## config.mk

```make
export PLATFORM = sky130hd
export DESIGN_NAME = time_keeper
export DESIGN_NICKNAME = d
export VERILOG_FILES = /design/src/rtl/time_keeper.sv
export SDC_FILE = /design/constraint.sdc
export NUM_CORES = 1
export LEC_CHECK = 0
export CAP_MARGIN = 20
export CORE_MARGIN = 3
export CORE_UTILIZATION = 50
export CTS_CLUSTER_SIZE = 10
export DETAILED_ROUTE_END_ITERATION = 7
export PLACE_DENSITY = 0.9
export RECOVER_POWER = 50
export SYNTH_ARGS = -nofsm -noshare
export SYNTH_HDL_FRONTEND = slang
export SYNTH_SLANG_ARGS = --single-unit
```

## constraint.sdc

```tcl
create_clock -name clk -period 3.3 [get_ports clk]
set_input_delay 0.495 -clock clk [delete_from_list [all_inputs] [get_ports clk]]
set_output_delay 0.495 -clock clk [all_outputs]
set_load 0.01 [all_outputs]
```

## src/rtl/time_keeper.sv

```systemverilog
`default_nettype none
// ============================================================================
//  Module      : time_keeper
//  Description : Wall-clock time keeper (hh:mm:ss) driven by the divider tick.
//                Prescales TICKS_PER_SEC ticks per second. Provides a set/load
//                handshake and carry strobes for downstream stages.
//                Optional alarm compare: define TIME_KEEPER_ALARM_EN.
//  Revision    : 1.0 - initial release
// ============================================================================
module time_keeper #(
    parameter int TICKS_PER_SEC = 1,
    parameter int HOUR_MAX      = 23
) (
    input  logic       clk,
    input  logic       rst,
    input  logic       tick_in,
    input  logic       run_en,
    input  logic       set_req,
    input  logic [4:0] set_hh,
    input  logic [5:0] set_mm,
    input  logic [5:0] set_ss,
`ifdef TIME_KEEPER_ALARM_EN
    input  logic       alarm_en,
    input  logic [4:0] al_hh,
    input  logic [5:0] al_mm,
    output logic       alarm_hit,
`endif
    output logic       set_ack,
    output logic       set_err,
    output logic [4:0] hh,
    output logic [5:0] mm,
    output logic [5:0] ss,
    output logic       sec_stb,
    output logic       min_stb,
    output logic       hour_stb,
    output logic       day_stb
);

    localparam logic [7:0] c_presc_last = 8'(TICKS_PER_SEC - 1);
    localparam logic [4:0] c_hour_max   = 5'(HOUR_MAX);
    localparam logic [5:0] c_sixty_last = 6'd59;

    typedef enum logic [1:0] {
        ST_HOLD     = 2'd0,
        ST_RUN      = 2'd1,
        ST_LOAD     = 2'd2,
        ST_WAIT_REL = 2'd3
    } state_t;

    state_t     state_q, state_d;
    logic [7:0] presc_q, presc_d;
    logic [4:0] hh_q, hh_d;
    logic [5:0] mm_q, mm_d;
    logic [5:0] ss_q, ss_d;
    logic       sec_stb_q, sec_stb_d;
    logic       min_stb_q, min_stb_d;
    logic       hour_stb_q, hour_stb_d;
    logic       day_stb_q, day_stb_d;
    logic       ack_q, ack_d;
    logic       err_q, err_d;
    logic       count_en;
    logic       load_ok;

    // A pending set request wins over both run_en and an incoming tick.
    assign count_en = (state_q == ST_RUN) && !set_req && tick_in;
    assign load_ok  = (set_hh <= c_hour_max) && (set_mm <= c_sixty_last) &&
                      (set_ss <= c_sixty_last);

    // Next-state logic for the run/hold/load handshake controller.
    always_comb begin
        state_d = state_q;
        case (state_q)
            ST_HOLD: begin
                if (set_req)     state_d = ST_LOAD;
                else if (run_en) state_d = ST_RUN;
            end
            ST_RUN: begin
                if (set_req)      state_d = ST_LOAD;
                else if (!run_en) state_d = ST_HOLD;
            end
            ST_LOAD:     state_d = ST_WAIT_REL;
            ST_WAIT_REL: begin
                if (!set_req) state_d = run_en ? ST_RUN : ST_HOLD;
            end
            default:     state_d = ST_HOLD;
        endcase
    end

    // Time datapath: load, prescale and cascaded hh:mm:ss advance with strobes.
    always_comb begin
        presc_d    = presc_q;
        hh_d       = hh_q;
        mm_d       = mm_q;
        ss_d       = ss_q;
        sec_stb_d  = 1'b0;
        min_stb_d  = 1'b0;
        hour_stb_d = 1'b0;
        day_stb_d  = 1'b0;
        ack_d      = 1'b0;
        err_d      = 1'b0;
        if (state_q == ST_LOAD) begin
            ack_d = 1'b1;
            if (load_ok) begin
                hh_d    = set_hh;
                mm_d    = set_mm;
                ss_d    = set_ss;
                presc_d = 8'd0;
            end else begin
                err_d = 1'b1;
            end
        end else if (count_en) begin
            if (presc_q >= c_presc_last) begin
                presc_d   = 8'd0;
                sec_stb_d = 1'b1;
                if (ss_q == c_sixty_last) begin
                    ss_d      = 6'd0;
                    min_stb_d = 1'b1;
                    if (mm_q == c_sixty_last) begin
                        mm_d       = 6'd0;
                        hour_stb_d = 1'b1;
                        if (hh_q == c_hour_max) begin
                            hh_d      = 5'd0;
                            day_stb_d = 1'b1;
                        end else begin
                            hh_d = hh_q + 5'd1;
                        end
                    end else begin
                        mm_d = mm_q + 6'd1;
                    end
                end else begin
                    ss_d = ss_q + 6'd1;
                end
            end else begin
                presc_d = presc_q + 8'd1;
            end
        end
    end

    // State and datapath registers with asynchronous active-low clear.
    always_ff @(posedge clk or negedge rst) begin
        if (!rst) begin
            state_q    <= ST_HOLD;
            presc_q    <= 8'd0;
            hh_q       <= 5'd0;
            mm_q       <= 6'd0;
            ss_q       <= 6'd0;
            sec_stb_q  <= 1'b0;
            min_stb_q  <= 1'b0;
            hour_stb_q <= 1'b0;
            day_stb_q  <= 1'b0;
            ack_q      <= 1'b0;
            err_q      <= 1'b0;
        end else begin
            state_q    <= state_d;
            presc_q    <= presc_d;
            hh_q       <= hh_d;
            mm_q       <= mm_d;
            ss_q       <= ss_d;
            sec_stb_q  <= sec_stb_d;
            min_stb_q  <= min_stb_d;
            hour_stb_q <= hour_stb_d;
            day_stb_q  <= day_stb_d;
            ack_q      <= ack_d;
            err_q      <= err_d;
        end
    end

`ifdef TIME_KEEPER_ALARM_EN
    logic alarm_q, alarm_d;

    // Alarm fires only on a minute rollover, so a load can never trigger it.
    always_comb begin
        alarm_d = min_stb_d && alarm_en && (hh_d == al_hh) && (mm_d == al_mm);
    end

    // Alarm pulse register, aligned with min_stb.
    always_ff @(posedge clk or negedge rst) begin
        if (!rst) alarm_q <= 1'b0;
        else      alarm_q <= alarm_d;
    end

    assign alarm_hit = alarm_q;
`endif

    assign set_ack  = ack_q;
    assign set_err  = err_q;
    assign hh       = hh_q;
    assign mm       = mm_q;
    assign ss       = ss_q;
    assign sec_stb  = sec_stb_q;
    assign min_stb  = min_stb_q;
    assign hour_stb = hour_stb_q;
    assign day_stb  = day_stb_q;

endmodule
`default_nettype wire

```

==> reports/results.tsv, run 1 <==
metric	value	unit
status	completed	
grt_pass1_wl	6450	µm
fmax	438	MHz
postSynthAreaPerCell	9.39	µm²
worstPathArrival	2500	ps
cp-start-kind	input pin	
path_buf_inv	1	
cp-end-kind	register	
synth_edf_count	0	
cts_root_buffer	clkbuf_4	
ys_types	38	
clk_latency	310	ps
syn_nets	179	
max_stage_delay	660	ps
final_cells	228	
wl_per_cell	17.2	µm
clock_sinks	25	
startpoint	set_req	
insertedDiodeCount	0	
cts_repair_resize_count	0	
critPathTopFamily	simple AND/OR/NAND/NOR gates	
dp_cells	224	
maxSlewViolCount	0	
wl	3920	µm
viasPerCell	6.25	
clk_path_buf_depth	2	
dp_hpwl	2950	µm
drtAntennaViolNets	0	
netlist_area	1450	µm²
post-cts-setup-buffer-count	0	
final.setup_skew	2.87	ps
worst_slack	1020	ps
crit_required	3510	ps
core	2610	µm²
p_per_area	723	nW/µm²
design_area	1910	µm²
grt_pass1_vias	1439	
grt_use_total	23.3	%
layout-drive-gt1-share	7.07	%
dieHeight	59.8	µm
design.portCount	45	
row_count	18	
dpl_cell_area	1910	µm²
synth_cells	154	
tns	0	ps
min_period	2280	ps
hold_ws	571	ps
irDropWorstVdd	570	µV
place_ws	952	ps
gp_congestion	0.900	
cts_buffers	3	
worstHoldStart	state_q[1]	
crit_fanout	5	
hold_viol_final	0	
grt-ovfl-total	0	
syn2layout_area_growth	32.2	%
yosys_warnings	0	
yosysSeqAreaShare	43.3	%
finalSetupViolCount	0	
die_w	59.8	µm
finalCritPeriodShare	69.2	%
fin_nets	224	
htreeDepth	1	
fin_util	73.2	%
timing.rr.start	mm[1]	
total_power	1.38	mW
start_util	55.4	%
clkTransAtPathRegs	150	ps
grt_max_degree	29	
hold_path_class	reg2reg	
cts_tree	done	
path_cells	dlygate4sd3_1 > nand4bb_1 > or4_1 > nand2_4 > mux2_1	
antenna_found_initial	0	
hold_buffers	0	
async_reset_ff_share	100	%
portBuffers	44	
most-common-layout-cells	clkdlybuf4s50_1, dfrtp_1, nand2_1	
first_pass_iters	5	
worstMarginPinSlew	1320	ps
layout_commonest_cell	clkdlybuf4s50_1	
rsz0062_at_grt	no	
worst_path_max_delay_cell	or4_1	
synth_seq_cells	25	
dieArea	3570	µm²
cap_violations	0	
drc	0	
via_count	1425	
yosys_most_used_dff	dfrtp_1	
power_leakage	0.828	nW
timing.setup.critical_path_class	in2reg	
relSlewSlack	12.1	%
drt_iter0_drc	68	
-- flip-flops by register name, summed over array words and instances, names as in the netlist --
signal    cells
sec_stb       1
hh            5
day_stb       1
hour_stb      1
min_stb       1
set_err       1
mm            6
ss            6
set_ack       1
state_q       2
-- synthesized netlist by cell type (all sizes together), types with 2 or more instances --
library cell / instances / share of area (%)
nand3: 9 / 3.1
o31ai: 3 / 1.6
ha: 3 / 2.6
o21ai: 15 / 5.7
clkbuf: 2 / 0.52
inv: 9 / 2.5
nand2: 22 / 6.2
mux2: 4 / 3.1
buf: 4 / 1.4
nand3b: 3 / 2.4
dfrtp: 25 / 43
a22oi: 2 / 1.0
a31oi: 4 / 1.7
nor3: 4 / 1.4
nor2: 7 / 1.8
nand2b: 3 / 1.3
o211ai: 2 / 1.0
a21oi: 6 / 2.1
nand4: 3 / 2.3
nand4b: 2 / 1.2
o22ai: 5 / 2.2
or3: 2 / 0.86
a22o: 7 / 4.2
-- cells by family (layout without fill, tap and decap cells) --
| kind of cell | count (synthesis) | after routing | share of synthesized area (%) |
|---|---|---|---|
| adder cells (fa/ha/maj) | 3 | 3 | 2.60 |
| buffers and inverters | 16 | 60 | 5.02 |
| AO/OA/AOI/OAI | 48 | 48 | 22.1 |
| multiplexers | 4 | 4 | 3.11 |
| flip-flops | 25 | 25 | 43.3 |
| AND/OR/NAND/NOR | 58 | 58 | 24.0 |
-- power by group --
part	total, mW	switching [mW]	internal [mW]
clock	0.142	0.0971	0.0453
combinational	0.677	0.309	0.368
sequential	0.563	0.152	0.411
total	1.38	0.559	0.824
-- tightest hold or removal path, stage by stage, from the launching register on --
cell and delay, ps:
dfrtp_1 400, o21ai_0 80, o21ai_0 70
-- cell type report --
type	instances	area, µm²
repair buffers	46	448
clock inverters	1	5.00
inverters	10	45.0
flip-flops and latches	25	626
clock buffers	3	22.5
well taps	30	37.5
fillers	225	701
multi-input cells	113	728
-- routing by layer --
| layer | GRT usage, % | part of all wire, % | wire (µm) |
|---|---|---|---|
| met1 | 30.1 | 40 | 1570 |
| met4 | 2.85 | 0.38 | 15 |
| met3 | 3.24 | 6.0 | 236 |
| met2 | 42.1 | 54 | 2100 |
| met5 | 0 | 0 | 0 |
-- path summary, 6_finish.rpt --
path	cells past startpoint	slack, ps	endpoint
min in group asynchronous	2	970	min_stb
setup / recovery	5	1020	hh[0]
hold reg to reg	2	570	state_q[0]
setup reg to reg	5	1180	hh[0]
hold / removal	2	570	state_q[0]
max in group asynchronous	2	1560	ss[2]
(Power assumes the default switching activity.)
==> run 2: changes to the inputs <==
- CORE_UTILIZATION: 50 -> 42
- PLACE_DENSITY: 0.9 -> 0.81
- clock period: 3.3 -> 1.9 ns (I/O delays scaled with it)
==> run 2 against run 1 <==
Sequential share of layout area fell by 2.2 points; register-to-register slack got worse by 1100 ps; power is 83% higher; global-route usage down 1.8 points; critical path depth is the same; highest routed layer unchanged; hold slack worse by 57 ps; clock power up 76%; via count rose by 5.8%; die area up 17%; critical endpoint unchanged; wire length grew 7.6%; sequential cell count unchanged.
==> reports/results.tsv, run 2 (synthesized netlist as in run 1, its figures left out) <==
metric	value	unit
status	completed	
total_power	2.53	mW
drc	0	
irDropWorstVdd	635	µV
grt_pass1_vias	1512	
clock_sinks	25	
finalSetupViolCount	0	
dr_wl_met2	2150	µm
clkTransAtPathRegs	140	ps
layout_commonest_cell	clkdlybuf4s50_1	
design.portCount	45	
wl_met3	288	µm
antenna_found_initial	0	
wl_per_cell	16.6	µm
gp_congestion	0.891	
syn2layout_area_growth	41.9	%
insertedDiodeCount	0	
fill_cells	281	
core	3180	µm²
hold_buffers	0	
dieArea	4180	µm²
start_util	45.5	%
grt_use_total	21.4	%
layout-drive-gt1-share	14.2	%
grt_max_degree	26	
dp_hpwl	3190	µm
fin_util	64.6	%
startpoint	mm[1]	
cts_root_buffer	clkbuf_4	
rsz0062_at_grt	no	
wl	4220	µm
grt_pass1_wl	7030	µm
cp-start-kind	register	
htreeDepth	1	
finalCritPeriodShare	95.7	%
worstMarginPinSlew	1400	ps
row_count	20	
viasPerCell	5.91	
portBuffers	44	
fin_nets	237	
drt_iter0_drc	138	
clk_latency	320	ps
drtAntennaViolNets	0	
met1_length	1710	µm
crit_required	2120	ps
dr.max_layer_used	met4	
cts_buffers	3	
tns	0	ps
maxSlewViolCount	0	
worstPathArrival	2040	ps
clk_path_buf_depth	2	
fmax	550	MHz
cap_violations	0	
worstHoldStart	run_en	
final.setup_skew	5.22	ps
grt-ovfl-total	0	
cts_tree	done	
cp-end-kind	register	
dieHeight	64.7	µm
crit_fanout	4	
power_leakage	0.894	nW
via_count	1507	
min_period	1820	ps
timing.setup.critical_path_class	reg2reg	
hold_ws	514	ps
hold_path_class	in2reg	
die_w	64.7	µm
p_per_area	1230	nW/µm²
timing.rr.start	mm[1]	
first_pass_iters	4	
most-common-layout-cells	clkdlybuf4s50_1, dfrtp_1, nand2_1	
relSlewSlack	6.72	%
hold_viol_final	0	
-- run 2: changes by cell type in the layout (fill, tap and decap cells not counted) --
cell,change
nand4bb_4,+1
ha_1,-1
ha_2,+1
clkinv_2,-1
or4_1,-1
clkdlybuf4s50_1,+1
buf_4,+14
nand4bb_1,-1
or4_4,+1
dlygate4sd3_1,-1
-- run 2: what timing repair did --
action / in CTS / in global routing
buffers inserted: 0 / 1
endpoints found under the setup margin: 0 / 1
gates resized for setup: 0 / 1
-- run 2: worst max-delay path: stages (launching register included) --
cell and delay, ps:
dfrtp_1 400, ha_2 220, nand3b_4 100, or4_4 600, nand2_4 90, mux2_1 310
-- run 2: power by group --
part           switching, mW  internal (mW)
clock network          0.168         0.0823
registers              0.247          0.714
logic                  0.582          0.734
-- run 2: final cells by class --
cell class                      instances  area [µm²]  share of cell area, %
Clock buffer                            4        26.3                   1.28
Multi-Input combinational cell        113         751                   36.6
Tap cell                               44        55.1                   2.68
Timing Repair Buffer                   59         549                   26.8
Inverter                               10        45.0                   2.20
Sequential cell                        25         626                   30.5
-- run 2: per-layer routing --
metal  track usage, %  up-vias
li1                 -      692
met1             27.3      725
met2             37.6       82
met3             2.77        8
met4             6.60        0
met5                0        -
-- run 2: path summary, 6_finish.rpt --
check | to | slack (ps) | cells after the start
max in group asynchronous | hour_stb | 290 | 2
max | hh[0] | 80 | 5
min in group asynchronous | hh[4] | 790 | 2
max reg2reg | hh[0] | 80 | 5
min reg2reg | hh[4] | 570 | 1
min | state_q[0] | 510 | 3
-- run 2: per-stage QoR --
stage	area (µm²)	worst slack [ps]	cells
4_1_cts	2050	57.9	254
2_1_floorplan	1450	27.5	154
3_5_place_dp	2020	-199	250
6_report	2050	81.2	255
3_3_place_gp	2020	-133	250
5_1_grt	2050	6.92	255
